**src/rtl/nightrider_pkg.sv**
```systemverilog
// Shared constants for the Knight Rider scanner: mode encodings, scan direction
// and a constant-foldable ceil(log2) helper for sizing counters.
package nightrider_pkg;

    localparam logic [1:0] MODE_BOUNCE = 2'd0;
    localparam logic [1:0] MODE_WRAP   = 2'd1;
    localparam logic [1:0] MODE_TAIL   = 2'd2;
    localparam logic [1:0] MODE_OFF    = 2'd3;

    localparam logic DIR_UP   = 1'b0;
    localparam logic DIR_DOWN = 1'b1;

    function automatic int clog2(input int value);
        int result;
        result = 0;
        while ((1 << result) < value) begin
            result = result + 1;
        end
        return result;
    endfunction

endpackage

```
**src/rtl/btn_debounce.sv**
```systemverilog
// Button conditioner: two-flop synchroniser, then a level that only follows the
// synced input after it has differed for DEBOUNCE_CYCLES consecutive cycles.
module btn_debounce
    import nightrider_pkg::*;
#(
    parameter int DEBOUNCE_CYCLES = 160_000
) (
    input  logic clk_16mhz,
    input  logic rst,
    input  logic raw,
    output logic level,
    output logic press_pulse
);

    localparam int CNT_W = clog2((DEBOUNCE_CYCLES > 2) ? DEBOUNCE_CYCLES : 2);
    localparam logic [CNT_W-1:0] CNT_LAST = CNT_W'(DEBOUNCE_CYCLES - 1);

    logic             r_sync1;
    logic             r_sync2;
    logic             r_level;
    logic             r_press;
    logic [CNT_W-1:0] r_cnt;
    logic             w_differ;

    assign w_differ = (r_sync2 != r_level);

    always_ff @(posedge clk_16mhz) begin
        if (rst) begin
            r_sync1 <= 1'b0;
            r_sync2 <= 1'b0;
            r_level <= 1'b0;
            r_press <= 1'b0;
            r_cnt   <= '0;
        end else begin
            r_sync1 <= raw;
            r_sync2 <= r_sync1;
            r_press <= 1'b0;
            // Any cycle where the synced input agrees with the level restarts the count.
            if (w_differ) begin
                if (r_cnt == CNT_LAST) begin
                    r_level <= r_sync2;
                    r_press <= r_sync2;
                    r_cnt   <= '0;
                end else begin
                    r_cnt <= r_cnt + CNT_W'(1);
                end
            end else begin
                r_cnt <= '0;
            end
        end
    end

    assign level       = r_level;
    assign press_pulse = r_press;

endmodule

```
**src/rtl/nightrider_scanner.sv**
```systemverilog
// Parametrised Knight Rider scanner: a moving lit position over NUM_LEDS outputs
// with bounce, wrap, PWM-faded tail and off modes, cycled by the user button.
module nightrider_scanner
    import nightrider_pkg::*;
#(
    parameter int NUM_LEDS        = 8,
    parameter int STEP_CYCLES     = 1_600_000,
    parameter int TAIL_LEN        = 3,
    parameter int PWM_BITS        = 4,
    parameter int DEBOUNCE_CYCLES = 160_000
) (
    input  logic                clk_16mhz,
    input  logic                rst,
    input  logic                btn_usr,
    output logic [NUM_LEDS-1:0] led,
    output logic [1:0]          mode,
    output logic                step_tick
);

    localparam int POS_W  = clog2((NUM_LEDS > 2) ? NUM_LEDS : 2);
    localparam int STEP_W = clog2((STEP_CYCLES > 2) ? STEP_CYCLES : 2);
    localparam int HIST_N = (TAIL_LEN > 0) ? TAIL_LEN : 1;
    localparam logic [POS_W-1:0]    LAST_POS  = POS_W'(NUM_LEDS - 1);
    localparam logic [STEP_W-1:0]   STEP_LAST = STEP_W'(STEP_CYCLES - 1);
    localparam logic [PWM_BITS-1:0] PWM_MAX   = '1;

    logic [1:0]          r_mode;
    logic [POS_W-1:0]    r_pos;
    logic                r_dir;
    logic [STEP_W-1:0]   r_step_cnt;
    logic [PWM_BITS-1:0] r_pwm_cnt;
    logic [POS_W-1:0]    r_hist [HIST_N];
    logic [HIST_N-1:0]   r_hist_vld;
    logic [NUM_LEDS-1:0] r_led;

    logic                w_level;
    logic                w_press_pulse;
    logic                w_press;
    logic                w_step;
    logic [POS_W-1:0]    w_next_pos;
    logic                w_next_dir;
    logic [NUM_LEDS-1:0] w_led_next;

    btn_debounce #(
        .DEBOUNCE_CYCLES(DEBOUNCE_CYCLES)
    ) u_btn (
        .clk_16mhz  (clk_16mhz),
        .rst        (rst),
        .raw        (btn_usr),
        .level      (w_level),
        .press_pulse(w_press_pulse)
    );

    assign w_press = w_press_pulse & w_level;
    assign w_step  = (r_step_cnt == STEP_LAST);

    always_comb begin
        w_next_pos = r_pos;
        w_next_dir = r_dir;
        if (r_mode == MODE_WRAP) begin
            w_next_pos = (r_pos == LAST_POS) ? '0 : r_pos + POS_W'(1);
        end else if (NUM_LEDS > 1) begin
            // Reversal moves straight off the endpoint so it is never lit for two steps.
            if (r_dir == DIR_UP) begin
                if (r_pos == LAST_POS) begin
                    w_next_pos = r_pos - POS_W'(1);
                    w_next_dir = DIR_DOWN;
                end else begin
                    w_next_pos = r_pos + POS_W'(1);
                end
            end else begin
                if (r_pos == '0) begin
                    w_next_pos = POS_W'(1);
                    w_next_dir = DIR_UP;
                end else begin
                    w_next_pos = r_pos - POS_W'(1);
                end
            end
        end
    end

    // Head and tail contributions are OR-ed: the head is fully on and the dimmer
    // tail duty is a subset of the brighter one, so overlaps resolve naturally.
    always_comb begin
        w_led_next = '0;
        for (int i = 0; i < NUM_LEDS; i++) begin
            if (r_mode != MODE_OFF && r_pos == POS_W'(i)) begin
                w_led_next[i] = 1'b1;
            end
            if (r_mode == MODE_TAIL) begin
                for (int k = 0; k < TAIL_LEN; k++) begin
                    if (r_hist_vld[k] && r_hist[k] == POS_W'(i) &&
                        r_pwm_cnt < (PWM_MAX >> (k + 1))) begin
                        w_led_next[i] = 1'b1;
                    end
                end
            end
        end
    end

    always_ff @(posedge clk_16mhz) begin
        if (rst) begin
            r_mode     <= MODE_BOUNCE;
            r_pos      <= '0;
            r_dir      <= DIR_UP;
            r_step_cnt <= '0;
            r_pwm_cnt  <= '0;
            r_hist_vld <= '0;
            r_led      <= '0;
            for (int k = 0; k < HIST_N; k++) begin
                r_hist[k] <= '0;
            end
        end else begin
            r_pwm_cnt <= r_pwm_cnt + PWM_BITS'(1);
            r_led     <= w_led_next;
            if (w_press) begin
                r_mode     <= r_mode + 2'd1;
                r_pos      <= '0;
                r_dir      <= DIR_UP;
                r_step_cnt <= '0;
                r_hist_vld <= '0;
                for (int k = 0; k < HIST_N; k++) begin
                    r_hist[k] <= '0;
                end
            end else begin
                r_step_cnt <= w_step ? '0 : r_step_cnt + STEP_W'(1);
                if (w_step) begin
                    r_pos         <= w_next_pos;
                    r_dir         <= w_next_dir;
                    r_hist[0]     <= r_pos;
                    r_hist_vld[0] <= 1'b1;
                    for (int k = 1; k < HIST_N; k++) begin
                        r_hist[k]     <= r_hist[k-1];
                        r_hist_vld[k] <= r_hist_vld[k-1];
                    end
                end
            end
        end
    end

    assign led       = r_led;
    assign mode      = r_mode;
    assign step_tick = w_step & ~rst;

endmodule

```
**config.mk**
```make
export PLATFORM = sky130hd
export DESIGN_NAME = nightrider_scanner
export DESIGN_NICKNAME = d
export VERILOG_FILES = /design/src/rtl/nightrider_pkg.sv /design/src/rtl/btn_debounce.sv /design/src/rtl/nightrider_scanner.sv
export SDC_FILE = /design/constraint.sdc
export NUM_CORES = 1
export LEC_CHECK = 0
export CAP_MARGIN = 20
export CORE_MARGIN = 2
export CORE_UTILIZATION = 38
export DETAILED_ROUTE_END_ITERATION = 16
export PLACE_DENSITY = 0.65
export SYNTH_ARGS = -nofsm -noshare
export SYNTH_HDL_FRONTEND = slang
export SYNTH_HIERARCHICAL = 1
export SYNTH_SLANG_ARGS = --single-unit
```
**constraint.sdc**
```tcl
create_clock -name clk_16mhz -period 2.4 [get_ports clk_16mhz]
set_input_delay 0.48 -clock clk_16mhz [delete_from_list [all_inputs] [get_ports clk_16mhz]]
set_output_delay 0.48 -clock clk_16mhz [all_outputs]
set_load 0.01 [all_outputs]
```
## Word-level counts from Yosys, hierarchy flattened

Memory sizes are Yosys's and may differ from the RTL's.
Index checks and enable logic that the tools add are counted.

| operators by class | value |
|---|---|
| equality and inequality tests | 34 |
| $mul | 0 |
| shift-type cells | 0 |
| $add $sub $neg | 6 |
| order comparisons | 3 |
| reductions and logical operators | 66 |
| bitwise gates (word level) | 12 |
| multiplexer cells | 63 |
| divide/modulo/power cells | 0 |

Operators with widths:

| operator | number |
|---|---|
| logical AND 1 bit | 56 |
| 2-to-1 mux 1 bit | 52 |
| == test 3 bit (second input constant) | 16 |
| 2-to-1 mux 3 bit | 11 |
| == test 3 x 2 -> 1 bit (second input constant) | 8 |
| adder 21 x 1 -> 21 bit (second input constant) | 1 |
| == test 21 bit (second input constant) | 1 |
| adder 18 x 1 -> 18 bit (second input constant) | 1 |
| == test 18 bit (second input constant) | 1 |
| == test 3 x 1 -> 1 bit (second input constant) | 4 |
| logical NOT 3 bit | 4 |
| OR reduction 3 bit | 3 |
| bitwise OR 1 bit | 6 |
| adder 4 x 1 -> 4 bit (second input constant) | 1 |
| < comparator 4 x 1 -> 1 bit (second input constant) | 1 |
| < comparator 4 x 2 -> 1 bit (second input constant) | 1 |
| < comparator 4 x 3 -> 1 bit (second input constant) | 1 |
| NOT 1 bit | 4 |
| AND reduction 2 bit | 2 |
| adder 3 x 1 -> 3 bit (second input constant) | 1 |
| subtractor 3 x 1 -> 3 bit (second input constant) | 1 |
| adder 2 x 1 -> 2 bit (second input constant) | 1 |
| bitwise AND 1 bit | 2 |
| == test 2 x 1 -> 1 bit (second input constant) | 1 |
| other kinds (4) | 4 |

| storage, ports and cells | value |
|---|---|
| memory bits (read-only) | 0 |
| logic and storage cells | 197 |
| memories kept | 1 |
| bits of input ports | 3 |
| bits in registers | 64 |
| bits in latches | 0 |
| memory bits (writable) | 9 |

Memory list:

| name | words | bits a word | read ports | clocked after Yosys merged registers in | wr ports | line | RTL |
|---|---|---|---|---|---|---|---|
| r_hist | 3 | 3 | 3 | 0 | 3 | nightrider_scanner.sv:32 | `logic [POS_W-1:0] r_hist [HIST_N];` |

## Longest topological paths before layout

Gate-level depths: netlist of the first run.

| logic depth | value |
|---|---|
| depth after elaboration | 7 |
| mapped depth | 8 |

## Hierarchy

Netlist of the first run, hierarchy kept.

By module, submodules not included:

| module | sequential area each (um^2) | area each (um^2) | times used | cells an instance |
|---|---|---|---|---|
| nightrider_scanner | 1111.1 | 2484.9 | 1 | 268 |
| btn_debounce | 440.4 | 999.7 | 1 | 109 |

## Worst setup path after synthesis of the first run

No wires, ideal clock.

| timing | value |
|---|---|
| path type | register to output |
| start point | register r_step_cnt[10] |
| end point | output port step_tick |
| buffers on the path | 1 |
| slack | 0.350 ns |
| data arrival time | 1.570 ns |
| stages on the path, launching flop included | 6 |
| cell sequence | dfxtp_1 -> or4_1 -> nor4_1 -> and3_2 -> buf_2 -> nor2b_1 |

| between the ends | value |
|---|---|
| cells in the longest elaborated chain, start to end | 2 |

Ends and longest elaborated chain:

| what | line | RTL |
|---|---|---|
| start, declared | nightrider_scanner.sv:30 | `logic [STEP_W-1:0] r_step_cnt;` |
| start signal, assigned | nightrider_scanner.sv:126 | `r_step_cnt <= w_step ? '0 : r_step_cnt + STEP_W'(1);` |
| == test 21 bit | nightrider_scanner.sv:55 | `assign w_step = (r_step_cnt == STEP_LAST);` |
| bitwise AND 1 bit | nightrider_scanner.sv:143 | `assign step_tick = w_step & ~rst;` |
| end, declared | nightrider_scanner.sv:17 | `output logic step_tick` |

No other way between the ends.

## Final worst setup path of the first run

Same ends and word-level chain as after synthesis.

==> flow_summary_export.csv, run 1 <==
group,metric,value,unit
outcome,status,"completed",
setup_path,startpoint_type,"flip-flop",
routing,postRouteAntennaNets,0,
setup_path,arrival,1.89,ns
routing,wl_per_cell,13.4,um
finish,area_growth,15.3,%
finish,nNetsFinal,419,
setup_path,cp_slowest_stage_delay,0.55,ns
clocking,cts_buffers,9,
routing,drt-initial-drc-count,197,
logic_synthesis,yosysTopAreaCellShare,36.8,%
sta,rsz0062_at_grt,"true",
clocking,ctsRootBufferMaster,"clkbuf_8",
logic_synthesis,syn_area_per_cell,9.24,um2
routing,dr_total_vias,2679,
global_route,grt_pass1_wl,11800,um
logic_synthesis,syn-cell-area,3480,um2
setup_path,crit_family,"simple AND/OR/NAND/NOR gates",
logic_synthesis,ys_top_cells_by_area,"dfxtp_1 (37%), edfxtp_1 (7.8%), nor2_1 (6.5%)",
setup_path,required,1.92,ns
sta,slew-limit-headroom,59.6,%
die,start_util,39.6,%
clocking,cts_sinks,73,
power_and_ir_drop,p_per_area,565,nW/um2
sta,slew_viol_final,0,
logic_synthesis,synth-seq-cells,73,
power_and_ir_drop,p_leak,1.41,nW
worst_hold_path,holdCritPathClass,"flip-flop to flip-flop",
die,core,8810,um2
setup_path,crit_buf_inv,1,
sta,finalSetupViolCount,0,
logic_synthesis,synth_area_leader_cell,"dfxtp_1",
finish,drive_gt1_share,10.3,%
routing,vias_per_cell,5.20,
routing,drc_errors,0,
setup_path,path_cells,"or4_4 > nor4_4 > and3_4 > nor2b_4 > buf_6",
place,numPortBuffers,13,
setup_path,reg2regPathDepth,6,
sta,final_hold_viol_count,0,
sta,worst_pin_slew,0.606,ns
logic_synthesis,ys_types,47,
power_and_ir_drop,p_total,2.27,mW
routing,drt_wl_total,6890,um
clocking,clk_path_buf_depth,2,
sta,hold_ws,0.445,ns
die,rows,34,
setup_path,cp_num_cells,5,
logic_synthesis,synth_seq_area_share,44.5,%
clocking,clkLatencyLatePin,0.34,ns
sta,fmax,421,MHz
job,max-cap-violations,0,
die,die_w,99.8,um
setup_path,end_kind,"output pin",
logic_synthesis,synth_nets,394,
finish,antenna-diode-count,0,
clocking,hold_buffers,0,
global_route,grt_max_degree,30,
logic_synthesis,synth_cells,377,
global_route,antenna_found_initial,0,
sta,timing.final.crit_share,98.9,%
global_route,grt_usage,14.7,%
finish,final_common_cell,"dfxtp_1",
routing,drt_pass1_iterations,7,
global_route,gr-total-overflow,0,
sta,finalSetupTns,0,ns
sta,finalCriticalPeriod,2.37,ns
clocking,post_cts_buffers,0,
place,dpl.hpwl,4810,um
clocking,path_clk_slew,0.07,ns
clocking,cts_tree,"built",
sta,skew,0.0160,ns
logic_synthesis,synthFlopType,"dfxtp_1",
logic_synthesis,synth_edf_count,9,
clocking,cts_max_level,3,
setup_path,path_max_fanout,2,
logic_synthesis,ys_warn_count,6,
power_and_ir_drop,peakVddDrop,259,uV
die,num_io_pins,14,
worst_hold_path,whs_path_depth,1,
logic_synthesis,async_flop_share,0,%
setup_path,path_class,"flip-flop to output pin",
place,gp_congestion,0.874,
setup_path,crit_slowest_cell,"or4_4",
die,die-area,9950,um2
finish,layout_common_cells,"dfxtp_1 (63), nor2_1 (60), xnor2_1 (20)",
finish,fin_util,45.6,%
die,dieHeight,99.8,um
global_route,grt_pass1_vias,2497,
-- per-layer routing --
| layer | share of wire [%] | vias to the layer above | track usage [%] | routed length, um |
|---|---|---|---|---|
| met4 | 1.3 | 0 | 6.53 | 88 |
| met2 | 45 | 61 | 22.3 | 3070 |
| met5 | 0 | - | 0 | 0 |
| li1 | - | 1373 | - | - |
| met1 | 51 | 1239 | 20.0 | 3520 |
| met3 | 3.1 | 6 | 3.16 | 211 |
-- logic make-up (layout without fill, tap and decap cells) --
family	after synthesis	count (layout)	share of synthesized area [%]
multiplexers	4	4	1.15
adder cells (fa/ha/maj)	14	14	5.03
XOR/XNOR	38	38	9.55
AO/OA/AOI/OAI	36	36	8.15
flip-flops	73	73	44.5
AND/OR/NAND/NOR	184	184	28.0
buffers and inverters	28	58	3.59
-- registers in the layout, indices dropped and copies added (netlist names) --
name	count
r_step_cnt	21
u_btn/r_cnt	18
r_hist	9
led	8
r_pwm_cnt	4
r_hist_vld	3
r_pos	3
mode	2
r_dir	1
u_btn/level	1
u_btn/press_pulse	1
u_btn/r_sync1	1
u_btn/r_sync2	1
-- final cells by class --
cell class	count	area (um2)
clock inverters	3	22.5
inverters	17	63.8
fillers	832	4790
multi-input cells	276	1840
flip-flops and latches	73	1550
well taps	108	135
repair buffers	25	234
clock buffers	13	170
-- path summary, 6_finish.rpt --
check / from / end / slack [ns]
worst max register to register: r_step_cnt[10] / r_hist[0][8] / 0.18
worst max-delay path: r_step_cnt[10] / step_tick / 0.03
worst min register to register: u_btn/r_sync1 / u_btn/r_sync2 / 0.44
worst min-delay path: u_btn/r_sync1 / u_btn/r_sync2 / 0.44
-- where the power goes --
group / total [mW] / internal (mW) / switching (mW)
registers: 1.27 / 1.25 / 0.0164
logic: 0.0719 / 0.0287 / 0.0432
clock network: 0.928 / 0.470 / 0.458
-- synthesized netlist by cell type (3+ instances only) --
cell	instances
a211oi_1	6
a21oi_1	5
a221oi_1	3
a222oi_1	4
and2_1	5
and3_1	16
and4_1	4
buf_2	4
clkbuf_1	4
dfxtp_1	64
edfxtp_1	9
ha_1	14
inv_1	17
mux2i_1	4
nand2_1	15
nand2b_1	9
nand3_1	18
nand4_1	7
nor2_1	60
nor2b_1	14
nor3_1	7
nor4_1	13
o21ai_0	3
o22ai_1	6
or3_1	4
xnor2_1	20
xor2_1	18
-- through the flow --
| stage | setup WS, ns | area [um2] | std cells |
|---|---|---|---|
| 2_1_floorplan | 0.350 | 3480 | 377 |
| 3_3_place_gp | 0.0162 | 3790 | 499 |
| 3_5_place_dp | -0.00985 | 3790 | 499 |
| 4_1_cts | -0.0132 | 4000 | 515 |
| 5_1_grt | -0.0277 | 4020 | 515 |
| 6_report | 0.0270 | 4020 | 515 |
-- worst register-to-register path: cells and delay by family (launching register included) --
family | cells | cell delay (ns)
flip-flops | 1 | 0.32
AND/OR/NAND/NOR | 4 | 1.17
buffers and inverters | 2 | 0.43
-- what timing repair did --
| item | 4_1_cts | 5_1_grt |
|---|---|---|
| cloned | 0 | 0 |
| endpoints found under the setup margin | 1 | 1 |
| resized for setup | 8 | 3 |
| pin swaps | 2 | 2 |
(Power assumes the default switching activity.)
==> run 2: changes to the inputs <==
--- a/config.mk
+++ b/config.mk
@@ -6,8 +6,10 @@
 export NUM_CORES = 1
 export LEC_CHECK = 0
 export CAP_MARGIN = 20
-export CORE_MARGIN = 2
+export CORE_ASPECT_RATIO = 1.25
+export CORE_MARGIN = 1.5
 export CORE_UTILIZATION = 38
+export CTS_CLUSTER_SIZE = 12
 export DETAILED_ROUTE_END_ITERATION = 16
 export PLACE_DENSITY = 0.65
 export SYNTH_ARGS = -nofsm -noshare
==> run 2 against run 1 <==
  * Total power shrank 6.0%
  * Fmax rose by 0.85%
  * Clock-buffer cell count is 1 lower
  * Largest cell class unchanged
  * Combinational power shrank 1%
  * Core utilization down 0.50 points
  * Via count fell by 0.22%
  * Register-to-register slack improved by 0.05 ns
  * Cell count up 2.1%
  * Critical endpoint unchanged
  * Global-route usage up 0.22 points
  * Critical path depth did not move
==> flow_summary_export.csv, run 2 (synthesis gave the netlist of run 1 again) <==
group,metric,value,unit
finish,layout_common_cells,"dfxtp_1 (64), nor2_1 (60), xnor2_1 (20)",
clocking,cts_sinks,73,
power_and_ir_drop,clkPwrFrac,37.2,%
finish,final_common_cell,"dfxtp_1",
die,start_util,39.6,%
sta,hold_ws,0.461,ns
place,placed_area,3800,um2
clocking,clk_path_buf_depth,2,
die,die_w,88.7,um
die,rows,38,
power_and_ir_drop,p_leak,1.39,nW
clocking,ctsRootBufferMaster,"clkbuf_8",
die,die-area,9760,um2
global_route,grt_usage,14.9,%
sta,worst_pin_slew,0.561,ns
routing,drc_errors,0,
routing,drt_wl_total,6680,um
clocking,cts_tree,"built",
power_and_ir_drop,share_comb_of_total_power,3.3,%
worst_hold_path,holdCritPathClass,"flip-flop to flip-flop",
die,dieHeight,110,um
global_route,grt_pass1_wl,11200,um
place,dpl.cell_count,510,
finish,fin_util,45.1,%
finish,antenna-diode-count,0,
setup_path,path_class,"flip-flop to output pin",
routing,dr_total_vias,2673,
sta,skew,0.0127,ns
outcome,status,"completed",
setup_path,end_kind,"output pin",
power_and_ir_drop,switching_power,482,uW
setup_path,path_max_fanout,2,
finish,largest-register,"r_step_cnt",
power_and_ir_drop,switching_share,22.6,%
global_route,grt_pass1_vias,2456,
finish,drive_gt1_share,9.61,%
sta,finalSetupViolCount,0,
clocking,hold_buffers,0,
die,core,8800,um2
global_route,gr-total-overflow,0,
sta,slew_viol_final,0,
setup_path,arrival,1.87,ns
finish,final_cells,526,
place,dpl.hpwl,4800,um
die,num_io_pins,14,
setup_path,startpoint_type,"flip-flop",
routing,postRouteAntennaNets,0,
global_route,grt_max_degree,30,
finish,fillers,836,
global_route,antenna_found_initial,0,
power_and_ir_drop,p_int,1.65,mW
place,numPortBuffers,13,
finish,area_growth,13.9,%
clocking,path_clk_slew,0.07,ns
routing,vias_per_cell,5.08,
power_and_ir_drop,seqPwrFrac,59.4,%
finish,largest_reg_flops,21,
finish,nNetsFinal,418,
sta,timing.final.crit_share,98.0,%
power_and_ir_drop,peakVddDrop,301,uV
finish,reg_top3,"r_step_cnt x21, u_btn/r_cnt x18, r_hist x9",
sta,fmax,425,MHz
clocking,cts_max_level,3,
sta,slew-limit-headroom,62.6,%
clocking,clkLatencyLatePin,0.35,ns
setup_path,required,1.92,ns
finish,fin_area,3970,um2
clocking,cts_buffers,9,
sta,final_hold_viol_count,0,
place,gp_congestion,0.813,
routing,wl_per_cell,12.7,um
power_and_ir_drop,p_per_area,538,nW/um2
job,max-cap-violations,0,
routing,drt-initial-drc-count,170,
routing,drt_pass1_iterations,4,
sta,finalCriticalPeriod,2.35,ns
run 2: metal layers:
metal / vias to the layer above / GRT usage [%] / part of all wire [%]
met2: 47 / 24.0 / 48
met5: - / 0 / 0
met4: 0 / 7.81 / 2.0
met3: 9 / 3.50 / 2.8
met1: 1241 / 18.3 / 47
li1: 1376 / - / -
run 2: path summary, 6_finish.rpt:
| kind | from | end | slack [ns] | cells after the start |
|---|---|---|---|---|
| max | r_step_cnt[10] | step_tick | 0.05 | 5 |
| min | r_step_cnt[0] | r_step_cnt[0] | 0.46 | 1 |
| max reg2reg | r_step_cnt[10] | r_hist[0][5] | 0.23 | 6 |
| min reg2reg | r_step_cnt[0] | r_step_cnt[0] | 0.46 | 1 |
run 2: power by group through the flow:
stage / clock, mW / combinational, mW / sequential [mW]
finish: 0.794 / 0.0712 / 1.27
global route: 0.882 / 0.0801 / 1.27
CTS: 0.823 / 0.0714 / 1.27
detailed placement: 0 / 0.0709 / 1.30
global placement: 0 / 0.0696 / 1.29
floorplan: 0 / 0.0472 / 1.29
run 2: layout make-up:
cell class | instances | area [um2] | area share (%)
Clock buffer | 12 | 135 | 3.41
Inverter | 17 | 63.8 | 1.61
Clock inverter | 4 | 22.5 | 0.568
Sequential cell | 73 | 1550 | 39.1
Tap cell | 120 | 150 | 3.78
Timing Repair Buffer | 24 | 220 | 5.55
Multi-Input combinational cell | 276 | 1820 | 46.0
run 2: per-stage QoR:
| stage | setup slack (ns) | power (mW) | TNS (ns) |
|---|---|---|---|
| finish | 0.0469 | 2.13 | 0 |
| global route | -0.0514 | 2.23 | -0.0514 |
| CTS | 0.00924 | 2.16 | 0 |
| detailed placement | 0.0206 | 1.37 | 0 |
| global placement | 0.0577 | 1.36 | 0 |
| floorplan | 0.350 | 1.34 | 0 |
run 2: critical path: stages, from the launching register on:
cell and delay, ns:
dfxtp_1 0.32, or4_4 0.53, nor4_2 0.18, and3_4 0.23
nor2b_2 0.13, buf_2 0.13
run 2: what timing repair did:
action | CTS | global route
endpoints found under the hold margin | 0 | 0
pin swaps | 2 | 2
buffers inserted | 0 | 0
resized for setup | 5 | 3
setup endpoints to repair | 1 | 1
==> run 3: changes to the inputs <==
--- a/config.mk
+++ b/config.mk
@@ -14,5 +14,4 @@
 export PLACE_DENSITY = 0.65
 export SYNTH_ARGS = -nofsm -noshare
 export SYNTH_HDL_FRONTEND = slang
-export SYNTH_HIERARCHICAL = 1
 export SYNTH_SLANG_ARGS = --single-unit
==> run 3 against run 2 <==
  * Critical path depth is the same
  * Non-clock buffer count grew 18
  * Die area grew 2.7%
  * Sequential power is essentially flat
  * Clock skew shrank 0.0034 ns
  * Sequential share of layout area shrank 3.5 points
==> flow_summary_export.csv, run 3 <==
group,metric,value,unit
setup_path,path_max_fanout,2,
sta,fmax,429,MHz
die,core,9170,um2
logic_synthesis,async_flop_share,0,%
routing,drt-initial-drc-count,167,
die,dieHeight,112,um
logic_synthesis,ys_warn_count,0,
logic_synthesis,synth_simple_gate_area_share,28.8,%
setup_path,critPathLaunch,"r_step_cnt[18]",
worst_hold_path,hold_start,"r_pwm_cnt[0]",
logic_synthesis,syn-cell-area,3580,um2
global_route,gr-total-overflow,0,
place,gp_congestion,0.837,
routing,dr_total_vias,2891,
finish,drive_gt1_share,15.5,%
die,start_util,39.0,%
sta,slew-limit-headroom,52.8,%
power_and_ir_drop,switching_power,560,uW
clocking,cts_sinks,73,
setup_path,startpoint_type,"flip-flop",
finish,largest-register,"r_step_cnt",
place,dpl.cell_count,539,
logic_synthesis,synthFlopType,"dfxtp_1",
clocking,clk_path_buf_depth,2,
place,dp_slack,-0.0323,ns
sta,timing.final.crit_share,97.1,%
logic_synthesis,yosysTopAreaCellShare,35.8,%
routing,vias_per_cell,5.21,
setup_path,arrival,1.85,ns
logic_synthesis,synth_edf_count,9,
logic_synthesis,ys_types,56,
routing,drc_errors,0,
logic_synthesis,synth_nets,402,
clocking,cts_max_level,3,
finish,area_growth,21.9,%
power_and_ir_drop,seqPwrFrac,46.3,%
setup_path,path_class,"flip-flop to output pin",
power_and_ir_drop,clkPwrFrac,50.5,%
routing,wl_per_cell,13.2,um
logic_synthesis,synth-seq-cells,73,
clocking,cts_buffers,9,
routing,postRouteAntennaNets,0,
clocking,path_clk_slew,0.06,ns
sta,worst_pin_slew,0.698,ns
logic_synthesis,synth-xor-area-share,8.56,%
setup_path,required,1.92,ns
sta,finalSetupViolCount,0,
finish,nNetsFinal,444,
finish,layout_common_cells,"dfxtp_1 (61), nor2_1 (54), buf_4 (29)",
sta,slew_viol_final,0,
logic_synthesis,synthAdderAreaFrac,4.89,%
routing,drt_wl_total,7340,um
logic_synthesis,synth_common_cells,"dfxtp_1 (64), nor2_1 (55), xnor2_1 (26)",
finish,fillers,878,
power_and_ir_drop,share_comb_of_total_power,3.2,%
sta,finalCriticalPeriod,2.33,ns
logic_synthesis,synth_mux_area_share,1.12,%
place,dpl.hpwl,5320,um
global_route,grt_pass1_vias,2830,
global_route,grt_max_degree,22,
power_and_ir_drop,p_int,2.20,mW
logic_synthesis,synth_area_leader_cell,"dfxtp_1",
setup_path,reg2reg_from,"r_step_cnt[1]",
job,max-cap-violations,0,
routing,drt_pass1_iterations,4,
die,rows,39,
setup_path,end_kind,"output pin",
sta,skew,0.00923,ns
finish,reg_top3,"r_step_cnt x21, u_btn.r_cnt x18, r_hist x9",
logic_synthesis,synth_most_common_cell,"dfxtp_1",
global_route,grt_pass1_wl,12800,um
place,numPortBuffers,13,
power_and_ir_drop,switching_share,20.3,%
die,num_io_pins,14,
die,die-area,10000,um2
finish,antenna-diode-count,0,
logic_synthesis,synth_compound_area_share,10.6,%
outcome,status,"completed",
logic_synthesis,synth_seq_area_share,43.3,%
logic_synthesis,syn_area_per_cell,9.30,um2
power_and_ir_drop,p_leak,1.50,nW
sta,rsz0062_at_grt,"false",
logic_synthesis,ys_top_cells_by_area,"dfxtp_1 (36%), edfxtp_1 (7.5%), xnor2_1 (6.4%)",
die,die_w,89.8,um
worst_hold_path,holdCritPathClass,"flip-flop to flip-flop",
logic_synthesis,synth_top_family_by_area,"simple AND/OR/NAND/NOR gates",
global_route,grt_usage,15.6,%
finish,final_cells,555,
logic_synthesis,synth_cells,385,
sta,fin_ws,0.0699,ns
clocking,clkLatencyLatePin,0.33,ns
global_route,antenna_found_initial,0,
clocking,post_cts_buffers,0,
power_and_ir_drop,p_per_area,631,nW/um2
clocking,ctsRootBufferMaster,"clkbuf_16",
power_and_ir_drop,peakVddDrop,363,uV
sta,final_hold_viol_count,0,
finish,final_common_cell,"dfxtp_1",
clocking,cts_tree,"built",
finish,largest_reg_flops,21,
run 3: worst paths after layout:
kind,endpoint,slack (ns),cells after the start
setup / recovery,step_tick,0.07,5
hold / removal,r_pwm_cnt[0],0.45,1
setup reg to reg,r_step_cnt[10],0.38,7
hold reg to reg,r_pwm_cnt[0],0.45,1
run 3: layout make-up:
class | count | area (um2) | share of cell area (%)
Inverter | 12 | 45.0 | 1.03
Tap cell | 123 | 154 | 3.52
Sequential cell | 73 | 1560 | 35.6
Timing Repair Buffer | 42 | 349 | 7.99
Clock buffer | 10 | 229 | 5.24
Multi-Input combinational cell | 289 | 1950 | 44.7
Clock inverter | 6 | 82.6 | 1.89
run 3: worst max-delay path: stages, from the launching register on:
cell	delay [ns]
dfxtp_1	0.32
nor4b_2	0.32
nand2_1	0.12
or3_4	0.41
nor2_2	0.12
clkdlybuf4s15_2	0.24
run 3: timing repair:
item	4_1_cts	5_1_grt
pin swaps	0	3
hold buffers	0	0
gates cloned	0	0
resized for setup	5	6
endpoints found under the setup margin	1	1
run 3: power by group through the flow:
stage                     Clock (mW)  Sequential [mW]  Combinational [mW]
after floorplan                    0             1.30              0.0507
after global placement             0             1.30              0.0846
after detailed placement           0             1.30              0.0868
after CTS                       1.42             1.27              0.0879
after global routing            1.47             1.28              0.0975
final                           1.39             1.27              0.0879
run 3: per-layer routing:
layer / up-vias / global-route usage (%) / part of all wire (%)
met1: 1347 / 18.2 / 46
met5: - / 0 / 0
met4: 0 / 8.36 / 2.9
met2: 48 / 26.8 / 48
li1: 1478 / - / -
met3: 18 / 3.42 / 2.4
run 3: kinds of logic after synthesis:
kind of cell / Yosys count
AND/OR/NAND/NOR: 183
flip-flops: 73
AO/OA/AOI/OAI: 53
XOR/XNOR: 35
buffers and inverters: 23
adder cells (fa/ha/maj): 14
multiplexers: 4
run 3: stage by stage:
step | util (%) | hold slack [ns] | cell area (um2) | setup TNS [ns] | power, mW
5_1_grt | 47.6 | 0.498 | 4370 | 0 | 2.85
6_report | 47.6 | 0.453 | 4370 | 0 | 2.75
2_1_floorplan | - | 0.414 | 3580 | 0 | 1.35
3_5_place_dp | 43.9 | 0.438 | 4030 | -0.0323 | 1.39
4_1_cts | 47.4 | 0.452 | 4350 | 0 | 2.78
3_3_place_gp | 43.9 | 0.428 | 4030 | -0.0203 | 1.38
